===== src/rtl/vending_transaction_controller.sv =====
// Vending machine sequencing controller: owns the balance register, the
// coin-return timeout, dispense decisions and one-coin-per-cycle change payout.
module vending_transaction_controller #(
  parameter int kNumCoins = 3,
  parameter int kNumItems = 4,
  parameter int kWaitTime = 100
) (
  input  logic                 clk,
  input  logic                 reset,
  input  logic [kNumCoins-1:0] i_input_coin,
  input  logic [kNumItems-1:0] i_select_item,
  input  logic                 i_trigger_return,
  output logic [kNumItems-1:0] o_available_item,
  output logic [kNumItems-1:0] o_output_item,
  output logic [kNumCoins-1:0] o_return_coin,
  output logic [31:0]          o_current_total,
  output logic [31:0]          o_wait_time,
  output logic [1:0]           o_state_dbg
);

  // Pulse inputs carry no handshake: a set bit in any cycle is one event,
  // consumed or dropped in that same cycle according to the current state.

  typedef enum logic [1:0] {
    S_IDLE   = 2'd0,
    S_ACTIVE = 2'd1,
    S_RETURN = 2'd2
  } state_e;

  localparam logic [31:0] kWaitLoad = 32'(kWaitTime);

  function automatic logic [31:0] coin_value(input int idx);
    case (idx)
      0:       coin_value = 32'd100;
      1:       coin_value = 32'd500;
      2:       coin_value = 32'd1000;
      default: coin_value = 32'd0;
    endcase
  endfunction

  function automatic logic [31:0] item_price(input int idx);
    case (idx)
      0:       item_price = 32'd400;
      1:       item_price = 32'd500;
      2:       item_price = 32'd1000;
      3:       item_price = 32'd2000;
      default: item_price = 32'd0;
    endcase
  endfunction

  state_e                 state_q, state_d;
  logic [31:0]            total_q, total_d;
  logic [31:0]            wait_q, wait_d;
  logic [kNumItems-1:0]   out_item_q, out_item_d;
  logic [kNumCoins-1:0]   ret_coin_q, ret_coin_d;

  logic [31:0]            coin_sum;
  logic                   sel_found;
  logic [kNumItems-1:0]   sel_oh;
  logic [31:0]            sel_price;
  logic                   sel_valid;
  logic [kNumCoins-1:0]   ret_oh;
  logic [31:0]            ret_val;

  always_ff @(posedge clk) begin
    if (reset) begin
      state_q    <= S_IDLE;
      total_q    <= '0;
      wait_q     <= '0;
      out_item_q <= '0;
      ret_coin_q <= '0;
    end else begin
      state_q    <= state_d;
      total_q    <= total_d;
      wait_q     <= wait_d;
      out_item_q <= out_item_d;
      ret_coin_q <= ret_coin_d;
    end
  end

  // Datapath helpers: this cycle's coin sum, lowest requested item, and the
  // largest coin that fits in the registered balance (coin values ascend).
  always_comb begin
    coin_sum  = '0;
    sel_found = 1'b0;
    sel_oh    = '0;
    sel_price = '0;
    ret_oh    = '0;
    ret_val   = '0;
    for (int i = 0; i < kNumCoins; i++) begin
      if (i_input_coin[i]) coin_sum = coin_sum + coin_value(i);
    end
    for (int i = 0; i < kNumItems; i++) begin
      if (i_select_item[i] && !sel_found) begin
        sel_found = 1'b1;
        sel_oh[i] = 1'b1;
        sel_price = item_price(i);
      end
    end
    for (int i = 0; i < kNumCoins; i++) begin
      if (coin_value(i) != 32'd0 && coin_value(i) <= total_q) begin
        ret_oh    = '0;
        ret_oh[i] = 1'b1;
        ret_val   = coin_value(i);
      end
    end
    sel_valid = sel_found && (sel_price <= total_q);
  end

  always_comb begin
    for (int i = 0; i < kNumItems; i++) begin
      o_available_item[i] = (state_q != S_RETURN) && (total_q >= item_price(i));
    end
  end

  always_comb begin
    state_d    = state_q;
    total_d    = total_q;
    wait_d     = wait_q;
    out_item_d = '0;
    ret_coin_d = '0;
    case (state_q)
      S_IDLE: begin
        if (coin_sum != 32'd0) begin
          total_d = coin_sum;
          wait_d  = kWaitLoad;
          state_d = S_ACTIVE;
        end
      end
      S_ACTIVE: begin
        if (i_trigger_return) begin
          wait_d  = '0;
          state_d = S_RETURN;
        end else begin
          // The select is judged against the balance before this cycle's coins.
          if (sel_valid) begin
            out_item_d = sel_oh;
            total_d    = total_q + coin_sum - sel_price;
          end else begin
            total_d = total_q + coin_sum;
          end
          if (coin_sum != 32'd0 || sel_valid) begin
            wait_d = kWaitLoad;
          end else if (wait_q == 32'd0) begin
            state_d = S_RETURN;
          end else begin
            wait_d = wait_q - 32'd1;
          end
          if (sel_valid && total_d == 32'd0) begin
            wait_d  = '0;
            state_d = S_IDLE;
          end
        end
      end
      S_RETURN: begin
        wait_d = '0;
        if (total_q == 32'd0 || ret_val == 32'd0) begin
          total_d = '0;
          state_d = S_IDLE;
        end else begin
          ret_coin_d = ret_oh;
          total_d    = total_q - ret_val;
          if (total_d == 32'd0) state_d = S_IDLE;
        end
      end
      default: begin
        state_d = S_IDLE;
        total_d = '0;
        wait_d  = '0;
      end
    endcase
  end

  assign o_output_item   = out_item_q;
  assign o_return_coin   = ret_coin_q;
  assign o_current_total = total_q;
  assign o_wait_time     = wait_q;
  assign o_state_dbg     = state_q;

endmodule


===== config.mk =====
export PLATFORM = sky130hd
export DESIGN_NAME = vending_transaction_controller
export DESIGN_NICKNAME = d
export VERILOG_FILES = /design/src/rtl/vending_transaction_controller.sv
export SDC_FILE = /design/constraint.sdc
export NUM_CORES = 1
export LEC_CHECK = 0
export ABC_CLOCK_PERIOD_IN_PS = 5500
export BUFFER_PORTS_ARGS = -buffer_cell sky130_fd_sc_hd__clkbuf_2
export CAP_MARGIN = 20
export CELL_PAD_IN_SITES_DETAIL_PLACEMENT = 1
export CELL_PAD_IN_SITES_GLOBAL_PLACEMENT = 1
export CORE_MARGIN = 3
export CORE_UTILIZATION = 40
export CTS_BUF_LIST = sky130_fd_sc_hd__clkbuf_4
export DETAILED_ROUTE_END_ITERATION = 10
export PLACE_DENSITY = 0.83
export SLEW_MARGIN = 20
export SYNTH_ARGS = -nofsm -noshare
export SYNTH_HDL_FRONTEND = slang
export SYNTH_SLANG_ARGS = --single-unit
export TNS_END_PERCENT = 1

===== constraint.sdc =====
create_clock -name clk -period 5.5 [get_ports clk]
set_clock_uncertainty 0.15 [all_clocks]
set_input_delay 0.825 -clock clk [delete_from_list [all_inputs] [get_ports clk]]
set_output_delay 0.825 -clock clk [all_outputs]
set_load 0.1 [all_outputs]

* Word level (Yosys, flattened, before mapping)
Cells that the tools add are included.
** Word-level totals
- Register bits :: 73
- Bits in latches :: 0
- RAM bits :: 0
- Bits in read-only memories :: 0
- Bits of input ports :: 10
- Output and inout port bits :: 77
- Word-level logic and storage cells :: 104
- Memories kept :: 0
** Cells by class
- Add/subtract/negate cells :: 6
- Multipliers :: 0
- Divide/modulo/power cells :: 0
- $lt $le $gt $ge :: 8
- Equality and inequality tests :: 9
- Shift operators :: 0
- Multiplexer cells :: 43
- Bitwise gates (word level) :: 3
- Reductions and logical operators :: 28
** Operator list (number)
- $mux 32 :: 20
- $logic_not 32->1 :: 5
- $add 32x32->32 :: 3
- $pmux 32 s3 :: 1
- $ge 32x9->1 const B :: 2
- $pmux 32 s2 :: 1
- $sub 32x32->32 :: 2
- $ge 32x10->1 const B :: 1
- $ge 32x11->1 const B :: 1
- $le 10x32->1 const A :: 1
- $le 32x32->1 :: 1
- $le 7x32->1 const A :: 1
- $le 9x32->1 const A :: 1
- $reduce_bool 32->1 :: 1
- $sub 32x1->32 const B :: 1
- $mux 2 :: 7
- $mux 7 :: 2
- $logic_and 1x1->1 :: 9
- $mux 9 :: 1
- $mux 1 :: 8
- $ne 4x4->1 const B :: 2
- $reduce_or 4->1 :: 2
- $mux 3 :: 2
- $ne 2x2->1 const B :: 3
- 13 further kinds :: 19

* Longest topological paths before layout
- Depth after elaboration :: 20
- Mapped depth :: 22
- Mapped depth without buffers :: 21

* Worst setup path after synthesis
No wires, ideal clock.
- Kind :: input -> register
- Start point :: in i_input_coin[0]
- End point :: reg wait_q[2] (netlist: o_wait_time[2])
- Setup time :: 0.132 ns
- Data arrival time :: 5.667 ns
- Data required time :: 5.218 ns
- Path slack :: -0.449 ns
- Cell stages on the path :: 20
- Path buffers :: 0
- Cells stage by stage :: inv_1 > ha_1 > mux2_2 > ha_1 > o211ai_1 > o21ai_1 > a31oi_1 > xnor2_1 > ha_1 > o21a_1 > nor2_2 > xnor2_1 > or4b_1 > or4_1 > or4_1 > a2111oi_2 > and4bb_1 > nand4_1 > nor4b_4 > a21oi_1
** Between the ends
- Word-level cells in the longest chain between the ends :: 15
- Elaborated cells on any way between the ends :: 21
- Classes of those cells :: add/sub: 4; eq/ne: 2; mux: 10; reduce/logical: 5
** Ends and longest elaborated chain
- from (decl) :: RTL line 10 : input logic [kNumCoins-1:0] i_input_coin,
- $mux 7 (*) :: RTL line 91 : if (i_input_coin[i]) coin_sum = coin_sum + coin_value(i);
- $add 32x32->32 :: RTL line 91
- $mux 32 (*) :: RTL line 91
- $add 32x32->32 :: RTL line 91
- $mux 32 (*) :: RTL line 91
- $add 32x32->32 :: RTL line 138, 140
- $sub 32x32->32 :: RTL line 138 : total_d = total_q + coin_sum - sel_price;
- $mux 32 :: RTL line 136 : if (sel_valid) begin
- $mux 32 :: RTL line 131 : if (i_trigger_return) begin
- $mux 32 :: RTL line 122 : case (state_q)
- $logic_not 32->1 :: RTL line 149 : if (sel_valid && total_d == 32'd0) begin
- $logic_and 1x1->1 :: RTL line 149
- $mux 32 :: RTL line 149
- $mux 32 :: RTL line 131
- $pmux 32 s2 :: RTL line 122
- to (signal assigned) :: RTL line 75 : wait_q <= wait_d;
- to (decl) :: RTL line 53 : logic [31:0] wait_q, wait_d;
Mark *: on every way between the ends. The rest lies on a longest branch, timed or not. The select of a mux whose other input is x is not followed.
A chain may end at the register's enable or synchronous reset.

* Worst setup path in the final report
- Start point :: in i_input_coin[1]
- End point :: reg wait_q[2] (netlist: o_wait_time[2])
** Between the ends
- Word-level cells in the longest chain between the ends :: 13
- Elaborated cells on any way between the ends :: 19
- Classes of those cells :: add/sub: 3; eq/ne: 2; mux: 9; reduce/logical: 5
** Ends and longest elaborated chain (RTL line)
- $mux 32 (*) :: 91
- $add 32x32->32 :: 91
- $mux 32 (*) :: 91
- $add 32x32->32 :: 138, 140
- $sub 32x32->32 :: 138
- $mux 32 :: 136
- $mux 32 :: 131
- $mux 32 :: 122
- $logic_not 32->1 :: 149
- $logic_and 1x1->1 :: 149
- $mux 32 :: 149
- $mux 32 :: 131
- $pmux 32 s2 :: 122
Marked as above.

==> metrics.csv <==
metric,value,unit
criticalPathCategory,primary input to register,
synth_top_area_share,20.6,%
cpMostUsedCell,ha_1,
rsz0062_at_grt,true,
path_cells,clkbuf_2 -> inv_2 -> ha_1 -> nand2_1 -> xnor2_2 -> ha_1 -> a21oi_1 -> o21a_2 -> xnor2_2 -> ha_1 -> o21a_1 -> nor2_2 -> xnor2_1 -> or4b_1 -> or4_4 -> or4_4 -> a2111oi_4 -> and4bb_1 -> nand4_1 -> nor4b_4 -> a21oi_1,
cts_sinks,71,
r2r-start,o_current_total[2]$_SDFFE_PP0P_,
synth_cell_types,79,
yosysMostFrequentCell,nor2_1,
syn_area,6900,µm²
fin_util,51.0,%
cp-end-kind,register,
required,5.71,ns
synthTopCellsByCount,"nor2_1, a21oi_1, dfxtp_1",
dieWidth,137,µm
cts-hold-fix-buffers,0,
finalHoldViolCount,0,
io-pin-count,87,
wirelength,27800,µm
clock_latency,0.49,ns
setup_ws,-0.135,ns
setup_viol,4,
async_flop_share,0,%
grt_max_degree,44,
grt_pass1_wl,43200,µm
die_area,18900,µm²
drt.antenna.violating_nets,0,
core,16800,µm²
dp_worst_setup_slack,-0.683,ns
cap_violations,0,
yosysTopAreaCell,dfxtp_1,
synth_edf_count,0,
relSlewSlack,25.4,%
period_needed,5.64,ns
crit_family,simple AND/OR/NAND/NOR gates,
track_usage,28.9,%
grt_pass1_vias,8175,
synth_seq_area_share,20.6,%
holdWs,0.355,ns
yosysWarnings,0,
dr.pass1.iters,7,
slowest_delay,0.52,ns
finalNonFillerCells,1354,
htree_levels,3,
vias_per_cell,6.11,
drive_gt1_share,23.4,%
cts_root_buf,clkbuf_4,
port_buffers,84,
syn2layout_area_growth,23.7,%
cp-startpoint,i_input_coin[1],
crit_buf_inv,2,
fmax,0.177,GHz
vias,8272,
synth_ff_type,dfxtp_1,
grt_overflow,0,
avgSynthCellArea,7.11,µm²
cts_tree,done,
place_congestion,0.957,
rows,47,
nets,1181,
crit_arrival,5.85,ns
drv_slew,0,
min_from,o_wait_time[20]$_SDFFE_PP0P_,
clockBufferDepth,2,
place_hpwl,21000,µm
violations,negative setup slack,
drcViolationCount,0,
start_util,41.2,%
outcome,finished with violations,
synth_cells,971,
die_h,137,µm
cts_buffers,9,
avgRoutedWirePerCell,20.5,µm
grt_antenna_before_repair,1,
worst_slew_pin_slew,1.12,ns
cp_slowest_cell,or4b_1,
ys_ff_latch,71,
crit_path_start_kind,primary input,
clk_pin_slew_worst_paths,0.16,ns
min_path_type,register to register,
first_iter_violations,610,
yosys-top-cells-area,"dfxtp_1, ha_1, a21oi_1",
path_max_fanout,4,
dp_cells,1334,
post-route-period-util,102,%
layout by cell type, fill, tap and decap left out, drive strengths merged, types with 4 or more instances in the layout:
master,n
and2,7
a31oi,11
xnor2,48
xor2,19
o221ai,6
or2,8
a21o,9
nand4,23
o22ai,16
nand3b,4
buf,120
nand3,26
o211ai,8
dfxtp,71
inv,45
or4,7
and4,4
ha,40
nor3,45
nand4b,4
o21a,13
clkbuf,92
o21ai,67
mux2i,9
a22oi,21
or3,13
clkinvlp,4
nor2,114
a211oi,8
nor4,31
o21bai,5
nand2b,7
nand2,67
a21oi,87
and3,13
nor2b,12
state kept, by name, summed over array words and instances, names as in the netlist:
| name | count |
|---|---|
| o_wait_time | 32 |
| o_current_total | 30 |
| o_output_item | 4 |
| o_return_coin | 3 |
| o_state_dbg | 2 |
per-layer routing:
layer  track usage (%)  share of wire, %  vias to the layer above
li1                  -                 -                     3879
met1              37.3                43                     3993
met2              47.7                47                      320
met3              5.26               5.9                       80
met4              11.0               3.8                        0
met5                 0                 0                        -
stage by stage:
step	instance area, µm²	TNS (ns)
floorplan	6970	-0.238
global placement	8290	-1.72
detailed placement	8300	-3.27
CTS	8480	-0.272
global route	8540	-1.16
finish	8540	-0.415
worst min-delay path, cell delays in order, from the launching register on:
cell	delay [ns]
dfxtp_1	0.35
o21ai_0	0.07
a21oi_1	0.06
worst paths after layout:
check | end | slack, ns | cells after the start
hold reg to reg | o_wait_time[20]$_SDFFE_PP0P_ | 0.35 | 2
setup / recovery | o_wait_time[2]$_SDFFE_PP0P_ | -0.14 | 21
hold / removal | o_wait_time[20]$_SDFFE_PP0P_ | 0.35 | 2
setup reg to reg | o_wait_time[2]$_SDFFE_PP0P_ | 0.17 | 17
cells by family after synthesis:
family	Yosys count	share of synthesized area (%)
xor+xnor	67	8.50
fa+ha+maj	43	8.12
buf+inv	101	5.87
flops	71	20.6
other cells	1	0.0543
mux	11	1.63
compound gates	284	25.9
simple gates	393	29.4
what timing repair did:
| action | in CTS | in global routing |
|---|---|---|
| endpoints found under the hold margin | 0 | 0 |
| gates resized for setup | 6 | 13 |
| buffers inserted | 3 | 0 |
| setup endpoints to repair | 4 | 11 |
| pin swaps | 5 | 2 |
area by class of cell:
class / instances / area, µm²
antenna: 1 / 2.50
sequential: 71 / 1420
multi-input combinational: 800 / 5230
inverter: 43 / 165
tap: 220 / 275
fill: 2193 / 8220
timing repair buffer: 203 / 1320
clock inverter: 7 / 60.1
clock buffer: 9 / 67.6
Power is left out: the tool's default activity adds up to more than one toggle a clock period on the data nets, which glitch-free logic cannot reach.
